<file path="config.mk">
export PLATFORM = sky130hd
export DESIGN_NAME = snake_tick_scheduler
export DESIGN_NICKNAME = d
export VERILOG_FILES = /design/src/rtl/snake_tick_scheduler.sv
export SDC_FILE = /design/constraint.sdc
export NUM_CORES = 1
export LEC_CHECK = 0
export CORE_MARGIN = 2
export CORE_UTILIZATION = 50
export CTS_CLUSTER_DIAMETER = 40
export DETAILED_ROUTE_END_ITERATION = 7
export MAX_ROUTING_LAYER = met4
export PLACE_DENSITY_LB_ADDON = 0.15
export SLEW_MARGIN = 20
export SYNTH_ARGS = -nofsm -noshare
export SYNTH_HDL_FRONTEND = slang
export SYNTH_SLANG_ARGS = --single-unit
</file>
<file path="constraint.sdc">
create_clock -name clk -period 4.3 [get_ports clk]
set_input_delay 0.86 -clock clk [delete_from_list [all_inputs] [get_ports clk]]
set_output_delay 0.86 -clock clk [all_outputs]
set_load 0.01 [all_outputs]
</file>
<file path="src/rtl/snake_tick_scheduler.sv">
// Move-tick scheduler for the snake game. It divides clk into a score-dependent
// move tick, latches button edges into a 2-bit control code between ticks, and
// pulses commit for one cycle so the game-state registers load the next state.
// It also produces in-range apple coordinates from a free-running Galois LFSR.
module snake_tick_scheduler #(
  parameter int          CNT_W      = 24,
  parameter int          TICK_BASE  = 5_000_000,
  parameter int          TICK_MIN   = 1_000_000,
  parameter int          SPEED_STEP = 40_000,
  parameter logic [15:0] LFSR_SEED  = 16'hACE1
) (
  input  logic       clk,
  input  logic       rst_n,
  input  logic       btn_start,
  input  logic       btn_right,
  input  logic       btn_left,
  input  logic       pause,
  input  logic [1:0] cstate,
  input  logic [8:0] cscore,
  output logic [1:0] control,
  output logic       commit,
  output logic [5:0] random_x,
  output logic [5:0] random_y
);

  localparam int             PW      = CNT_W + 9;
  localparam logic [PW-1:0]  BASE_W  = PW'(TICK_BASE);
  localparam logic [PW-1:0]  MIN_W   = PW'(TICK_MIN);
  localparam logic [PW-1:0]  STEP_W  = PW'(SPEED_STEP);
  localparam logic [1:0]     GS_RUN  = 2'd1;
  localparam logic [15:0]    TAPS    = 16'hB400;

  typedef enum logic [1:0] {
    S_WAIT   = 2'd0,
    S_RUN    = 2'd1,
    S_PAUSED = 2'd2
  } state_t;

  state_t           state, state_n;
  logic [CNT_W-1:0] count, count_n;
  logic             commit_n;
  logic             start_p, start_n;
  logic [1:0]       turn_p, turn_n;
  logic             btn_start_q, btn_right_q, btn_left_q;
  logic             rise_start, rise_right, rise_left;
  logic [1:0]       turn_req;
  logic [15:0]      lfsr;

  // Reload value (period - 1). The product is kept wide so a large score
  // cannot wrap; anything at or below the floor saturates to TICK_MIN.
  function automatic logic [CNT_W-1:0] reload_value(input logic [8:0] score);
    logic [PW-1:0] prod;
    logic [PW-1:0] period;
    prod = STEP_W * PW'(score);
    if (prod >= BASE_W) begin
      period = MIN_W;
    end else begin
      period = BASE_W - prod;
      if (period < MIN_W) period = MIN_W;
    end
    return CNT_W'(period - PW'(1));
  endfunction

  assign rise_start = btn_start & ~btn_start_q;
  assign rise_right = btn_right & ~btn_right_q;
  assign rise_left  = btn_left  & ~btn_left_q;
  // Simultaneous left/right rises cancel each other out.
  assign turn_req   = (rise_right & ~rise_left) ? 2'b01 :
                      (rise_left & ~rise_right) ? 2'b10 : 2'b00;

  // State, counter, commit strobe and pending flags.
  always_ff @(posedge clk or negedge rst_n) begin
    if (!rst_n) begin
      state       <= S_WAIT;
      count       <= '0;
      commit      <= 1'b0;
      start_p     <= 1'b0;
      turn_p      <= 2'b00;
      btn_start_q <= 1'b0;
      btn_right_q <= 1'b0;
      btn_left_q  <= 1'b0;
    end else begin
      state       <= state_n;
      count       <= count_n;
      commit      <= commit_n;
      start_p     <= start_n;
      turn_p      <= turn_n;
      btn_start_q <= btn_start;
      btn_right_q <= btn_right;
      btn_left_q  <= btn_left;
    end
  end

  // Next-state logic: tick countdown, commit issue and flag bookkeeping.
  always_comb begin
    state_n  = state;
    count_n  = count;
    commit_n = 1'b0;
    start_n  = start_p;
    turn_n   = turn_p;
    // Flags consumed by a commit clear first; a rise on that same edge
    // survives for the next tick.
    if (commit) begin
      start_n = 1'b0;
      turn_n  = 2'b00;
    end
    if (rise_start) start_n = 1'b1;
    case (state)
      S_WAIT: begin
        turn_n = 2'b00;
        if (cstate == GS_RUN) begin
          state_n = S_RUN;
          count_n = reload_value(cscore);
          start_n = 1'b0;
        end else if (start_p && !commit) begin
          commit_n = 1'b1;
        end
      end
      S_RUN, S_PAUSED: begin
        if (cstate != GS_RUN) begin
          state_n = S_WAIT;
          turn_n  = 2'b00;
        end else if (pause) begin
          state_n = S_PAUSED;
        end else begin
          state_n = S_RUN;
          if (turn_n == 2'b00) turn_n = turn_req;
          if (count == '0) begin
            commit_n = 1'b1;
            count_n  = reload_value(cscore);
          end else begin
            count_n  = count - CNT_W'(1);
          end
        end
      end
      default: state_n = S_WAIT;
    endcase
  end

  // Control code presented to the next-state function.
  always_comb begin
    control = 2'b11;
    if (cstate != GS_RUN) begin
      if (start_p) control = 2'b00;
    end else if (turn_p != 2'b00) begin
      control = turn_p;
    end
  end

  // Free-running LFSR; coordinates only take values inside the play field.
  always_ff @(posedge clk or negedge rst_n) begin
    if (!rst_n) begin
      lfsr     <= LFSR_SEED;
      random_x <= 6'd10;
      random_y <= 6'd10;
    end else begin
      lfsr <= {1'b0, lfsr[15:1]} ^ (lfsr[0] ? TAPS : 16'h0000);
      if (lfsr[5:0] >= 6'd1 && lfsr[5:0] <= 6'd61)
        random_x <= lfsr[5:0];
      if (lfsr[13:8] >= 6'd1 && lfsr[13:8] <= 6'd46)
        random_y <= lfsr[13:8];
    end
  end

endmodule

</file>
Word-level counts from Yosys, hierarchy flattened
Cells that the tools add are included.
Storage, ports and cells
  bits in registers: 61
  output and inout bits: 15
  word-level logic and storage cells: 89
Operators by class
  add/subtract/negate cells: 4
  multiply operators: 1
  order comparisons: 6
  eq/ne operators: 7
  mux-type cells: 38
  bitwise gates (word level): 11
  reductions and logical operators: 11
Operators by type and width (count)
  24-bit two-way mux: 12
  24-bit by 1-bit subtractor with 24-bit output, second input constant: 3
  24-bit case mux with 2 select lines: 1
  33-bit by 20-bit less-than comparator with 1-bit output, second input constant: 1
  23-bit by 25-bit subtractor with 26-bit output, first input constant: 1
  25-bit by 23-bit greater-or-equal comparator with 1-bit output, second input constant: 1
  24-bit logical NOT: 1
  2-bit two-way mux: 12
  10-bit by 9-bit multiplier with 19-bit output, first input constant: 1
  16-bit two-way mux: 1
  15-bit by 16-bit XOR with 16-bit output: 1
  6-bit by 1-bit greater-or-equal comparator with 1-bit output, second input constant: 2
  6-bit less-or-equal comparator, second input constant: 2
  1-bit two-way mux: 9
  2-bit case mux with 2 select lines: 2
  2-bit != test, second input constant: 3
  1-bit AND: 5
  1-bit NOT: 5
  2-bit by 1-bit equality test with 1-bit output, second input constant: 2
  2-bit logical NOT: 2
  4-bit AND reduction: 1
  2-bit nonzero test: 2
  1-bit logical AND: 3
  2-bit equality test, second input constant: 1
  other kinds (4): 4

Longest topological paths before layout
Gate-level depths: netlist (run 1).
  depth after elaboration: 14
  mapped depth: 27
  depth with buffers taken out: 26

Worst setup path after synthesis (run 1)
OpenSTA, ideal clock, no wires.
  kind: input-to-reg
  start: input port cscore[0]
  end: register count[12]
  library setup time: 104 ps
  arrival time: 6350 ps
  data required time: 4196 ps
  slack: -2154 ps
  cell stages on the path: 27
  buffers on the path: 1
  cell sequence: inv_1 > fa_1 > inv_1 > ha_1 > ha_1 > ha_1 > ha_1 > fa_1 > a211o_1 > a211o_1 > nand2_1 > mux2_2 > o221a_2 > o21ai_0 > nor4b_4 > a31oi_2 > buf_6 > nand2_1 > ha_1 > inv_1 > nor3_1 > and2_1 > nand3_1 > o21ai_0 > a21oi_1 > xor2_1 > o41ai_2
Between the ends
  word-level cells in the longest chain between the ends: 14
  elaborated cells between the ends (all ways): 19
  classes of those cells: add/sub (3); mul (1); order compare (2); mux (13)
RTL lines
  start: declaration: RTL line 19  | input logic [8:0] cscore,
  10-bit by 9-bit multiplier with 19-bit output (*): RTL line 54  | prod = STEP_W * PW'(score);
  23-bit by 25-bit subtractor with 26-bit output: RTL line 58  | period = BASE_W - prod;
  33-bit by 20-bit less-than comparator with 1-bit output: RTL line 59  | if (period < MIN_W) period = MIN_W;
  24-bit two-way mux: RTL line 59
  24-bit two-way mux (*): RTL line 55  | if (prod >= BASE_W) begin
  24-bit two-way mux: RTL line 128  | if (count == '0) begin
  24-bit two-way mux: RTL line 123  | end else if (pause) begin
  24-bit two-way mux: RTL line 120  | if (cstate != GS_RUN) begin
  24-bit two-way mux: RTL line 108  | case (state)
  24-bit by 1-bit subtractor with 24-bit output: RTL line 61  | return CNT_W'(period - PW'(1));
  24-bit two-way mux: RTL line 128
  24-bit two-way mux: RTL line 123
  24-bit two-way mux: RTL line 120
  24-bit case mux with 2 select lines (*): RTL line 108
  end signal: assignment: RTL line 84  | count <= count_n;
  end: declaration: RTL line 40  | logic [CNT_W-1:0] count, count_n;
Every way passes the cells marked *; elsewhere a longest branch is shown, timed or not. The select of a mux whose other input is x is not followed.
A chain may end at the register's enable or synchronous reset.

Final worst setup path (run 1)
Ends and elaborated chain as after synthesis.

==> metrics, run 1 <==
Tmin final 5.97 ns; Post-Route Skew 0.0123 ns; Post-Syn Area per Cell 9.22 um^2; failing checks setup timing; Synth Area in Compound Gates 19.8%; Hold-fix buffers, CTS 0; Reg area 0.00154 mm^2; Synth top cells by count inv_1 (55), ha_1 (51), dfrtp_1 (49), nand2_1 (41), nor2_1 (38); DIE WIDTH roughly 110 um; Clock Latency Late Sink around 0.34 ns; final number of setup-violating endpoints 18; largest cells by area after synthesis dfrtp_1 (24%), ha_1 (12%), fa_1 (6.2%); Initial Util 50.9%; CTS Buf Count 9; Synth area leader dfrtp_1; Routed Antenna Nets 0; clock sink count 61; hpwl dp slightly above 10 mm; Syn Inst Count 563; critical path required time 4.54 ns; arrival time worst endpoint around 6.2 ns; Fmax achieved 167 MHz; post-synthesis mux area share 2.58%; Primary FF master, synth dfrtp_1; Pre-antenna DRT Iters 5; layout cell share with drive strength beyond 1 a little under two fifths; sequential element share of the synthesized area 29.7%; path type of the worst setup path input pin to register; ys async rst share 100%; reg2reg start count[11]; post-synthesis simple-gate area fraction 19.0%; Worst Min Path Start lfsr[6]; Die ar. between 0.01 and 0.015 mm^2; CTS root buf clkbuf_8; Synth Area in XOR/XNOR 5.50%; Final Hold Vio Count 0; largest net degree at the start of global routing 50; Slew Viols, Final 0; setup total negative slack -20.17 ns; final WL 14.1 mm; flops & latches, synth a little over 60; crit path launch cscore[0]; # diodes 0; Min-Delay Path Depth 0; # fillers 744; Worst IR Drop VDD around 0.48 mV; Pwr Density 733 mW/mm^2; first-pass GRT wire length 22.8 mm; area of the multi-input gates approximately 0.004 mm^2; Max Buffers Root-to-Sink 2; largest stage delay on the critical path approximately 0.53 ns; Post-Syn Area 0.00519 mm^2; total number of vias slightly below 5000; port bufs 31; Rows 37; vias in the first global route 4913; DRC viols 0; Worst Tran Pin Value ~0.80 ns; Post-Place Cell Area 0.00649 mm^2; Yosys cell types 81; status finished with violations; R2R depth 9; max-cap check violation count 0; nets@finish approximately 800; Post-synth EDFFs 0; RePlAce Congestion 0.843; slowest CP cell fa_1; max_slew headroom 46.3%; top-count cell post-synth inv_1; area share of the largest cell type after synthesis 23.6%; Worst Path Max Fanout 4; Ys Warns 0; Clock Pin Slew Worst Setup and Hold Paths 0.07 ns; Final Cell Area roughly 0.0073 mm^2; CTS tree built; core area 0.0102 mm^2; largest family of logic cells by synthesized area compound AO/OA/AOI/OAI gates; Top cell by count, worst path ha_4; hold crit path type register to register; Die H between 100 and 150 um; Syn Nets 647; GR Overflow Total 0; total power 5.38 mW; Avg WL per Cell 16.5 um; Top-Level Pins 32; Static Leak 3.26 nW; crit path launch type input pin; final setup margin -1.67 ns; initial antenna violation count 0; RSZ-0062 raised after global routing yes; Tcrit/Tclk final 139%; Global Route Usage Sum about a quarter; Syn-to-layout area delta 41.4%; Via-to-Cell Ratio 5.63; post-synthesis adder-cell area fraction 18.5%; DR iter-0 viols 299; htree depth 3; CP Capture Type register
## worst max-delay path: cells and delay by family
| kind | cells | cell delay (ns) |
|---|---|---|
| fa+ha+maj | 7 | 1.93 |
| compound gates | 8 | 1.62 |
| simple gates | 6 | 1.07 |
| mux | 1 | 0.31 |
| buf+inv | 4 | 0.24 |
| xor+xnor | 1 | 0.18 |
## power breakdown
group	switching [mW]	total [mW]	internal, mW
Combinational	1.95	3.96	2.01
Clock	0.234	0.619	0.385
Sequential	0.111	0.797	0.685
Total	2.29	5.38	3.08
## sequential cells by signal, summed over array words and instances (netlist names)
name,count
state,2
btn_left_q,1
commit,1
turn_p,2
random_y,6
btn_right_q,1
count,24
lfsr,16
random_x,6
start_p,1
btn_start_q,1
## worst paths after layout
kind	to	slack, ns
min in group asynchronous	count[4]	0.53
max reg2reg	count[22]	1.02
max in group asynchronous	count[13]	3.13
max	count[12]	-1.67
min	lfsr[5]	0.35
min reg2reg	lfsr[5]	0.35
## stage by stage
step	hold slack, ns	cells	worst slack [ns]	util [%]
floorplan	0.345	563	-1.95	-
global placement	0.349	823	-2.47	63.7
detailed placement	0.350	823	-2.69	63.7
CTS	0.353	849	-1.64	69.6
global route	0.354	858	-1.86	72.0
finish	0.354	858	-1.67	72.0
## cell families after synthesis
family,count (synthesis)
AND/OR/NAND/NOR,181
AO/OA/AOI/OAI,146
adder cells (fa/ha/maj),67
buffers and inverters,66
flip-flops,61
XOR/XNOR,30
multiplexers,12
## metal layers
| metal | up-vias | wire [um] | global-route usage (%) |
|---|---|---|---|
| met5 | - | 0 | - |
| met1 | 2385 | 5790 | 30.3 |
| met2 | 95 | 7750 | 47.7 |
| li1 | 2332 | - | - |
| met3 | 22 | 351 | 2.91 |
| met4 | 0 | 228 | 7.89 |
## timing repair
item                                   CTS  global route
buffers inserted                        13            14
endpoints found under the hold margin    0             0
gates resized for setup                 97            32
pin swaps                               61            36
setup endpoints to repair               18            18
## layout by cell type, fill, tap and decap left out, drive strengths merged, types with 5 or more instances in the layout
master and instances:
or4 5, dfstp 12, nor2b 9, dfrtp 49, mux2 11, nor3b 7
and2 7, nor3 18, clkbuf 10, clkdlybuf4s50 21, a21oi 34, nor2 40
a31oi 15, nand2b 6, o31ai 7, inv 54, nor4 5, ha 51
nand2 42, or2 9, xnor2 19, fa 16, buf 133, o21ai 35
a31o 5, nand3 19, a21o 5, xor2 11
## layout make-up
cell class,count,share of cell area (%)
Multi-Input combinational cell,436,53.1
Tap cell,136,2.32
Sequential cell,61,21.0
Clock buffer,10,1.74
Inverter,55,2.90
Timing Repair Buffer,154,17.4
Clock inverter,6,1.52
Power figures use the tool's default switching activity.
==> run 2, diff against run 1 <==
CELL_PAD_IN_SITES_DETAIL_PLACEMENT = 0   (was not set)
CELL_PAD_IN_SITES_GLOBAL_PLACEMENT = 2   (was not set)
CORE_UTILIZATION = 39   (was 50)
clock period = 6.7 ns   (was 4.3 ns; I/O delays follow)
==> metrics, run 2 (synthesis gave the netlist of run 1 again) <==
status complete, no violations; GR Overflow Total 0; Clock Latency Late Sink ~0.33 ns; largest net degree at the start of global routing 62; Worst IR Drop VDD 0.208 mV; clock sink count slightly above 60; Syn-to-layout area delta 35.3%; Hold-fix buffers, CTS 0; vias in the first global route about 4700; hpwl dp 10.3 mm; P_sw 1.35 mW; crit path launch type input pin; DIE WIDTH ~120 um; RePlAce Congestion 0.878; Comb pwr share 68.4%; Worst Tran Pin Value just over 0.8 ns; max reg flops 24; Final Hold Vio Count 0; Switching Fraction about two fifths; DRC viols 0; Via-to-Cell Ratio 5.22; arrival time worst endpoint 6.74 ns; GRT met3 Usage 2.68%; # fillers ~1200; Initial Util 39.5%; Pwr Density roughly 470 mW/mm^2; htree depth 3; commonest non-fill, non-tap cell in the layout buf_4; GR Util met1 22.8%; initial antenna violation count 0; Die ar. 0.0142 mm^2; most used routing layer met2; Routed Antenna Nets 0; Die H 119 um; global routing usage on met2 37.3%; critical path required time just under 7 ns; Avg WL per Cell between 15 and 20 um; CTS root buf clkbuf_16; # diodes 0; CP Capture Type register; DR iter-0 viols 198; Slew Viols, Final 0; Tcrit/Tclk final 97.3%; hold crit path type register to register; total number of vias 4557; final WL roughly 13 mm; core area 0.0131 mm^2; Fmax achieved 153 MHz; max_slew headroom roughly 46%; Seq pwr share between 10% and 20%; Post-Route Skew 0.00567 ns; internal power a little under 2 mW; max-cap check violation count 0; final number of setup-violating endpoints 0; layout cell share with drive strength beyond 1 31.9%; path type of the worst setup path input pin to register; Tmin final 6.52 ns; Place WS -0.843 ns; CTS Buf Count 9; Pre-antenna DRT Iters 4; port bufs 31; CTS tree built; Rows 42; Top Registers count x24, lfsr x16; RSZ-0062 raised after global routing yes; Clk network pwr share 16.0%; first-pass GRT wire length 22.5 mm; commonest non-fill, non-tap cells in the layout buf_4 (96), dfrtp_1 (49), inv_1 (48); final setup margin 0.182 ns; Global Route Usage Sum 20.1%; Static Leak 3.09 nW; total power 3.28 mW; Worst Path Max Fanout 4; Top-Level Pins 32; Max Buffers Root-to-Sink 2; nets@finish approximately 780; Most flops, register count; Clock Pin Slew Worst Setup and Hold Paths 0.05 ns
-- run 2: final timing paths --
kind	from	endpoint	cells past startpoint	slack (ns)
max	cscore[0]	count[12]	26	0.18
min	lfsr[6]	lfsr[5]	0	0.35
max reg2reg	count[11]	count[20]	9	3.14
min reg2reg	lfsr[6]	lfsr[5]	0	0.35
max in group asynchronous	rst_n	count[20]	2	5.01
min in group asynchronous	rst_n	turn_p[1]	2	1.17
-- run 2: through the flow --
stage	std cells	hold WS [ns]	area, um^2	setup TNS [ns]	util, %
global placement	845	0.348	6360	-4.26	48.4
finish	873	0.354	7020	0	53.4
detailed placement	845	0.353	6360	-5.54	48.4
floorplan	563	0.345	5240	-0.0487	-
global route	873	0.357	7020	-0.0773	53.4
CTS	867	0.355	6820	0	51.9
-- run 2: critical path: stages --
cell,delay (ns)
buf_8,0.08
clkinvlp_4,0.08
fa_1,0.55
inv_2,0.05
ha_4,0.27
ha_4,0.12
fa_2,0.46
fa_2,0.43
a211o_4,0.37
a2111o_1,0.47
o311ai_4,0.14
o31ai_4,0.15
xor2_2,0.18
nor4b_4,0.33
nor4b_4,0.11
and3_4,0.22
nor3_4,0.10
ha_2,0.20
inv_2,0.05
nor3_4,0.21
and2_4,0.19
nand3_2,0.07
o21ai_1,0.11
a21oi_1,0.09
xor2_1,0.16
o41ai_2,0.20
-- run 2: metal layers --
metal	share of wire, %	vias up	wire [um]
met5	0	-	0
met4	1.5	0	204
met3	1.6	14	213
met2	54	48	7300
met1	43	2213	5780
li1	-	2282	-
-- run 2: timing repair --
action | 4_1_cts | 5_1_grt
pin swaps | 40 | 31
gates cloned | 0 | 0
endpoints found under the hold margin | 0 | 0
resized for setup | 60 | 25
setup endpoints to repair | 8 | 4
setup buffers | 7 | 6
-- run 2: area by class of cell --
class / instances / area (um^2) / share of cell area (%)
tap: 176 / 220 / 3.14
inverter: 55 / 210 / 3.00
timing repair buffer: 129 / 1010 / 14.4
clock buffer: 10 / 229 / 3.26
sequential: 61 / 1540 / 22.0
multi-input combinational: 436 / 3690 / 52.6
clock inverter: 6 / 111 / 1.59
-- run 2: power by group through the flow --
| stage | sequential, mW | combinational, mW | clock, mW |
|---|---|---|---|
| 3_3_place_gp | 0.511 | 2.00 | 0 |
| 4_1_cts | 0.508 | 2.15 | 0.536 |
| 5_1_grt | 0.522 | 2.47 | 0.553 |
| 2_1_floorplan | 0.498 | 1.27 | 0 |
| 3_5_place_dp | 0.514 | 2.03 | 0 |
| 6_report | 0.509 | 2.25 | 0.526 |
